==> src/rtl/vga_disp_update_ctrl_pkg.sv <==
// Shared constants for the VGA glyph display: slot indices, update FSM states
// and the 640x480@60 timing numbers also used by the timing generator.
package vga_disp_update_ctrl_pkg;

    localparam int SLOT_MAIN = 0;
    localparam int SLOT_P1   = 1;
    localparam int SLOT_P2   = 2;
    localparam int SLOT_P3   = 3;
    localparam int SLOT_P4   = 4;

    typedef enum logic [1:0] {
        IDLE   = 2'd0,
        ARMED  = 2'd1,
        COMMIT = 2'd2
    } state_t;

    localparam int HS_VISIBLE = 640;
    localparam int HS_FRONT   = 16;
    localparam int HS_SYNC    = 96;
    localparam int HS_BACK    = 48;
    localparam int HS_TOTAL   = HS_VISIBLE + HS_FRONT + HS_SYNC + HS_BACK;

    localparam int VS_VISIBLE = 480;
    localparam int VS_FRONT   = 10;
    localparam int VS_SYNC    = 2;
    localparam int VS_BACK    = 33;
    localparam int VS_TOTAL   = VS_VISIBLE + VS_FRONT + VS_SYNC + VS_BACK;

endpackage

==> src/rtl/vga_disp_update_ctrl_frame_tick.sv <==
// Vertical-blank edge detector plus frame counter and blink strobe.
// vb_edge is combinational from vcount; frame_cnt/blink update one clk after it.
module vga_frame_tick #(
    parameter logic [9:0] VS_INIT      = 10'd480,
    parameter int         BLINK_FRAMES = 30
) (
    input  logic        clk,
    input  logic        rst,
    input  logic [9:0]  vcount,
    output logic        vb_edge,
    output logic [15:0] frame_cnt,
    output logic        blink
);

    localparam int BW = (BLINK_FRAMES > 1) ? $clog2(BLINK_FRAMES) : 1;
    localparam logic [BW-1:0] BLINK_LAST = BW'(BLINK_FRAMES - 1);

    logic [9:0]    vcount_q;
    logic [BW-1:0] blink_cnt;

    // vcount_q resets to all-ones so a vcount already at VS_INIT still fires once
    assign vb_edge = (vcount == VS_INIT) && (vcount_q != VS_INIT);

    always_ff @(posedge clk or negedge rst) begin
        if (!rst) begin
            vcount_q  <= 10'h3FF;
            frame_cnt <= 16'd0;
            blink_cnt <= '0;
            blink     <= 1'b0;
        end else begin
            vcount_q <= vcount;
            if (vb_edge) begin
                frame_cnt <= frame_cnt + 16'd1;
                if (blink_cnt == BLINK_LAST) begin
                    blink_cnt <= '0;
                    blink     <= ~blink;
                end else begin
                    blink_cnt <= blink_cnt + BW'(1);
                end
            end
        end
    end

endmodule

==> src/rtl/vga_disp_update_ctrl.sv <==
// Stages main/player writes in shadow registers and commits them at vblank start.
// Outputs update 2 clk after vb_edge; wr_ready drops in the edge and COMMIT cycles.
module vga_disp_update_ctrl
    import vga_disp_update_ctrl_pkg::*;
#(
    parameter logic [9:0] VS_INIT      = 10'd480,
    parameter int         BLINK_FRAMES = 30,
    parameter int         NUM_SLOTS    = 5
) (
    input  logic        clk,
    input  logic        rst,
    input  logic [9:0]  vcount,
    input  logic        wr_valid,
    input  logic [2:0]  wr_sel,
    input  logic [15:0] wr_data,
    output logic        wr_ready,
    output logic [7:0]  value,
    output logic [15:0] p1,
    output logic [15:0] p2,
    output logic [15:0] p3,
    output logic [15:0] p4,
    output logic        pending,
    output logic        commit_pulse,
    output logic [15:0] frame_cnt,
    output logic        blink,
    output logic        err_sel
);

    localparam logic [2:0] SLOT_LIMIT = 3'(NUM_SLOTS);

    state_t                 state, state_nxt;
    logic                   run_q;
    logic                   vb_edge;
    logic                   accept, legal;
    logic [15:0]            shadow [NUM_SLOTS];
    logic [NUM_SLOTS-1:0]   dirty, dirty_nxt;

    vga_frame_tick #(
        .VS_INIT      (VS_INIT),
        .BLINK_FRAMES (BLINK_FRAMES)
    ) u_tick (
        .clk       (clk),
        .rst       (rst),
        .vcount    (vcount),
        .vb_edge   (vb_edge),
        .frame_cnt (frame_cnt),
        .blink     (blink)
    );

    // Blocking writes on the edge cycle keeps a write from straddling a commit
    assign wr_ready = run_q && (state != COMMIT) && !vb_edge;
    assign accept   = wr_valid && wr_ready;
    assign legal    = (wr_sel < SLOT_LIMIT);

    always_comb begin
        state_nxt = state;
        dirty_nxt = dirty;
        if (state == COMMIT) begin
            dirty_nxt = '0;
        end
        if (accept && legal) begin
            dirty_nxt[wr_sel] = 1'b1;
        end
        case (state)
            IDLE:    if (accept && legal) state_nxt = ARMED;
            ARMED:   if (vb_edge)         state_nxt = COMMIT;
            COMMIT:                       state_nxt = IDLE;
            default:                      state_nxt = IDLE;
        endcase
    end

    always_ff @(posedge clk or negedge rst) begin
        if (!rst) begin
            state        <= IDLE;
            run_q        <= 1'b0;
            dirty        <= '0;
            pending      <= 1'b0;
            commit_pulse <= 1'b0;
            err_sel      <= 1'b0;
            value        <= 8'd0;
            p1           <= 16'd0;
            p2           <= 16'd0;
            p3           <= 16'd0;
            p4           <= 16'd0;
            for (int i = 0; i < NUM_SLOTS; i++) shadow[i] <= 16'd0;
        end else begin
            state        <= state_nxt;
            run_q        <= 1'b1;
            dirty        <= dirty_nxt;
            pending      <= |dirty_nxt;
            commit_pulse <= (state == COMMIT);
            if (accept) begin
                if (legal) shadow[wr_sel] <= wr_data;
                else       err_sel        <= 1'b1;
            end
            if (state == COMMIT) begin
                if (dirty[SLOT_MAIN]) value <= shadow[SLOT_MAIN][7:0];
                if (dirty[SLOT_P1])   p1    <= shadow[SLOT_P1];
                if (dirty[SLOT_P2])   p2    <= shadow[SLOT_P2];
                if (dirty[SLOT_P3])   p3    <= shadow[SLOT_P3];
                if (dirty[SLOT_P4])   p4    <= shadow[SLOT_P4];
            end
        end
    end

endmodule

==> config.mk <==
export PLATFORM = sky130hd
export DESIGN_NAME = vga_disp_update_ctrl
export DESIGN_NICKNAME = d
export VERILOG_FILES = /design/src/rtl/vga_disp_update_ctrl_pkg.sv /design/src/rtl/vga_disp_update_ctrl_frame_tick.sv /design/src/rtl/vga_disp_update_ctrl.sv
export SDC_FILE = /design/constraint.sdc
export NUM_CORES = 1
export LEC_CHECK = 0
export ABC_AREA = 1
export BUFFER_PORTS_ARGS = -buffer_cell sky130_fd_sc_hd__clkbuf_2
export CAP_MARGIN = 20
export CORE_ASPECT_RATIO = 0.5
export CORE_MARGIN = 10
export CORE_UTILIZATION = 50
export DETAILED_ROUTE_END_ITERATION = 7
export PLACE_DENSITY_LB_ADDON = 0.08
export SYNTH_ARGS = -nofsm -noshare
export SYNTH_HDL_FRONTEND = slang
export SYNTH_SLANG_ARGS = --single-unit
==> constraint.sdc <==
create_clock -name clk -period 1.5 [get_ports clk]
set_input_delay 0.15 -clock clk [delete_from_list [all_inputs] [get_ports clk]]
set_output_delay 0.15 -clock clk [all_outputs]
set_load 0.01 [all_outputs]
==> flow_metrics.env <==
export IMPL_status="complete, but fails checks"
export IMPL_failed_checks="setup timing"
export IMPL_finalClockSkew_ps=20.1
export IMPL_cts_root_buf="clkbuf_16"
export IMPL_vias=5574
export IMPL_clock_sinks=187
export IMPL_worstReg2RegEnd="shadow[58]"
export IMPL_clk_pin_slew_ps=80
export IMPL_wl_per_cell_um=16.3
export IMPL_synth_edff_count=0
export IMPL_slew_violations=0
export IMPL_grt_pass1_vias=5401
export IMPL_ys_warnings_count=0
export IMPL_worstHoldStart="wr_data[11]"
export IMPL_cts_buffer_depth=2
export IMPL_period_share_pct=119
export IMPL_drtIter0Drc=366
export IMPL_antenna_found_initial=0
export IMPL_fin_nets=971
export IMPL_pre_cts_slack_ps=-149
export IMPL_track_usage_pct=18.2
export IMPL_critPathKind="reg2out"
export IMPL_io_buffers=124
export IMPL_fin_cells=1146
export IMPL_areaGrowthSynthToFinish_pct=26.3
export IMPL_yosysSeqAreaShare_pct=63.0
export IMPL_rows=31
export IMPL_holdPathStages=3
export IMPL_crit_arrival_ps=1630
export IMPL_regToRegSetupSlack_ps=-250
export IMPL_ff2ff_path_depth=10
export IMPL_diodes=0
export IMPL_fmax_ghz=0.560
export IMPL_dieArea_um2=20500
export IMPL_finalWorstSetupSlack_ps=-284
export IMPL_wirelength_um=18700
export IMPL_die_w_um=193
export IMPL_cts_tree="yes"
export IMPL_synthFlopType="dfrtp_1"
export IMPL_final_antenna_net_count=0
export IMPL_drt_first_pass_iters=4
export IMPL_grt_pass1_wl_um=29400
export IMPL_start_util_pct=51.2
export IMPL_netlist_instances=779
export IMPL_hpwlAfterDp_um=12500
export IMPL_layout_drive_gt1_share_pct=25.5
export IMPL_grt_max_degree=44
export IMPL_route_detailed_drc=0
export IMPL_syn_avg_cell_area_um2=9.57
export IMPL_die_y_um=106
export IMPL_io_pins=125
export IMPL_cp_startpoint="u_tick.vcount_q[5]"
export IMPL_syn_area_um2=7450
export IMPL_critPathLaunchType="register"
export IMPL_grt_overflow_total=0
export IMPL_cp_max_fo=2
export IMPL_synthArstFlopShare_pct=100
export IMPL_clk_latency_ps=420
export IMPL_place_inst=1094
export IMPL_grt_setup_unrepaired="yes"
export IMPL_syn_num_nets=814
export IMPL_rr_startpoint="u_tick.vcount_q[5]"
export IMPL_cp_end_kind="primary output"
export IMPL_hp_class="in2reg"
export IMPL_p_leak_nw=4.73
export IMPL_cp_required_ps=1350
export IMPL_power_density_nw_per_um2=1170
export IMPL_max_vdd_ir_drop_mv=0.790
export IMPL_htree_levels=4
export IMPL_via_per_inst=4.86
export IMPL_finalSetupViolCount=87
export IMPL_hold_violations=0
export IMPL_numCtsBuffers=17
export IMPL_layout_min_cycle_time_ps=1780
export IMPL_core_area_um2=14500
export IMPL_ys_types=37
export IMPL_routabilityCongestion=0.855
export IMPL_maxCapViolCount=0
export IMPL_ys_ff_latch=187
export IMPL_cp_endpoint="wr_ready"
==> placed cells by master (no fill, tap or decap), types with 3 or more instances in the layout <==
cell type      synthesis  final
nand2_1              201    195
inv_8                  0      4
dfrtp_1              177    177
nor2_2                 3      7
a21oi_2                0      4
nor2_4                 3      4
clkinvlp_4             0      3
nand3_1               10      9
o21ai_0               89     88
nor2_1                31     26
inv_2                  5      4
nand4_2                4      4
clkbuf_2               0    122
nand2_4                1      3
buf_12                 0     11
xnor2_1                3      3
nand4_1                6      6
clkinv_4               0      3
o21ai_1               55     56
a21oi_1               11      7
dfstp_2               10     10
inv_1                102    101
nand4_4                1      3
dlygate4sd3_1          0     11
xor2_1                 8      8
buf_4                  7     12
buf_6                  6      3
nand2_2                0      4
nor3_1                 9      8
clkbuf_16              0     20
==> routing by layer <==
| layer | track usage, % | share of wire [%] | vias up |
|---|---|---|---|
| li1 | - | - | 2784 |
| met1 | 25.9 | 47 | 2657 |
| met2 | 27.4 | 46 | 122 |
| met3 | 4.66 | 6.3 | 11 |
| met4 | 4.02 | 0.76 | 0 |
| met5 | 0 | 0 | - |
==> cells in the mapped netlist (4+ instances only) <==
master    instances  area share (%)
dfstp_2          10             3.5
inv_1           102             5.1
nand4_2           4            0.67
nor3_1            9            0.60
xor2_1            8            0.94
nand3_1          10            0.67
buf_6             6            0.91
nand2_1         201              10
inv_2             5            0.25
clkbuf_1         13            0.65
nor2_1           31             1.6
dfrtp_1         177              59
nand4_1           6            0.50
o21ai_1          55             3.7
buf_4             7            0.71
o21ai_0          89             6.0
a21oi_1          11            0.74
==> where the power goes <==
group / total (mW) / switching [mW] / internal (mW)
clock: 4.31 / 2.07 / 2.24
combinational: 0.989 / 0.635 / 0.354
sequential: 5.68 / 0.143 / 5.53
==> critical path, cell delays in order, from the launching register on <==
cell and delay, ps:
dfstp_2 530, nand2_2 70, nor2_4 100, nand3_2 100, nand2_4 100, inv_4 40
nor3_4 110, buf_2 150
==> kinds of logic (layout without fill, tap and decap cells) <==
group / count (synthesis) / in the layout / share of synthesized area, %
AND/OR/NAND/NOR: 282 / 284 / 16.6
flip-flops: 187 / 187 / 63.0
AO/OA/AOI/OAI: 160 / 160 / 10.8
buffers and inverters: 135 / 302 / 7.79
XOR/XNOR: 11 / 11 / 1.29
adder cells (fa/ha/maj): 3 / 3 / 0.504
other: 1 / 1 / 0.0503
==> worst min-delay path by stage <==
| stage | end | slack [ps] |
|---|---|---|
| 6_report | shadow[11] | 30 |
| 3_5_place_dp | u_tick.frame_cnt[11] | 80 |
| 5_1_grt | shadow[29] | 50 |
| 4_1_cts | shadow[11] | 30 |
| 2_1_floorplan | commit_pulse | -150 |
| 3_3_place_gp | u_tick.frame_cnt[11] | 80 |
==> per-stage QoR <==
step                      instance area, µm²  hold WS, ps  total power, mW  util (%)  TNS [ps]
after floorplan                         7450         -146             6.28         -         0
after global placement                  8450         76.7             6.66      58.1     -3770
after detailed placement                8450         81.4             6.70      58.1     -6870
after CTS                               9220         26.7             11.1      63.4    -16800
after global routing                    9410         45.1             11.5      64.7    -24220
final                                   9410         32.8             11.0      64.7    -14910
==> layout make-up <==
cell class	instances	area, µm²
Fill cell	1229	5130
Sequential cell	187	4690
Multi-Input combinational cell	459	2340
Timing Repair Buffer	164	1160
Clock buffer	18	439
Inverter	107	407
Tap cell	198	248
Clock inverter	13	128
==> state kept, by name (all words and copies together), names as in the netlist, 8 cells and up <==
| name | cells |
|---|---|
| u_tick.frame_cnt | 16 |
| p3 | 16 |
| u_tick.vcount_q | 10 |
| p2 | 16 |
| shadow | 72 |
| value | 8 |
| p1 | 16 |
| p4 | 16 |
==> timing repair <==
| item | CTS | global route |
|---|---|---|
| hold buffers | 11 | 0 |
| gates cloned | 1 | 4 |
| resized for setup | 14 | 26 |
| buffers inserted | 2 | 4 |
| endpoints found under the hold margin | 168 | 0 |
| pin swaps | 6 | 8 |
| setup endpoints to repair | 92 | 101 |
No activity file was read; power rests on OpenSTA's default activity.
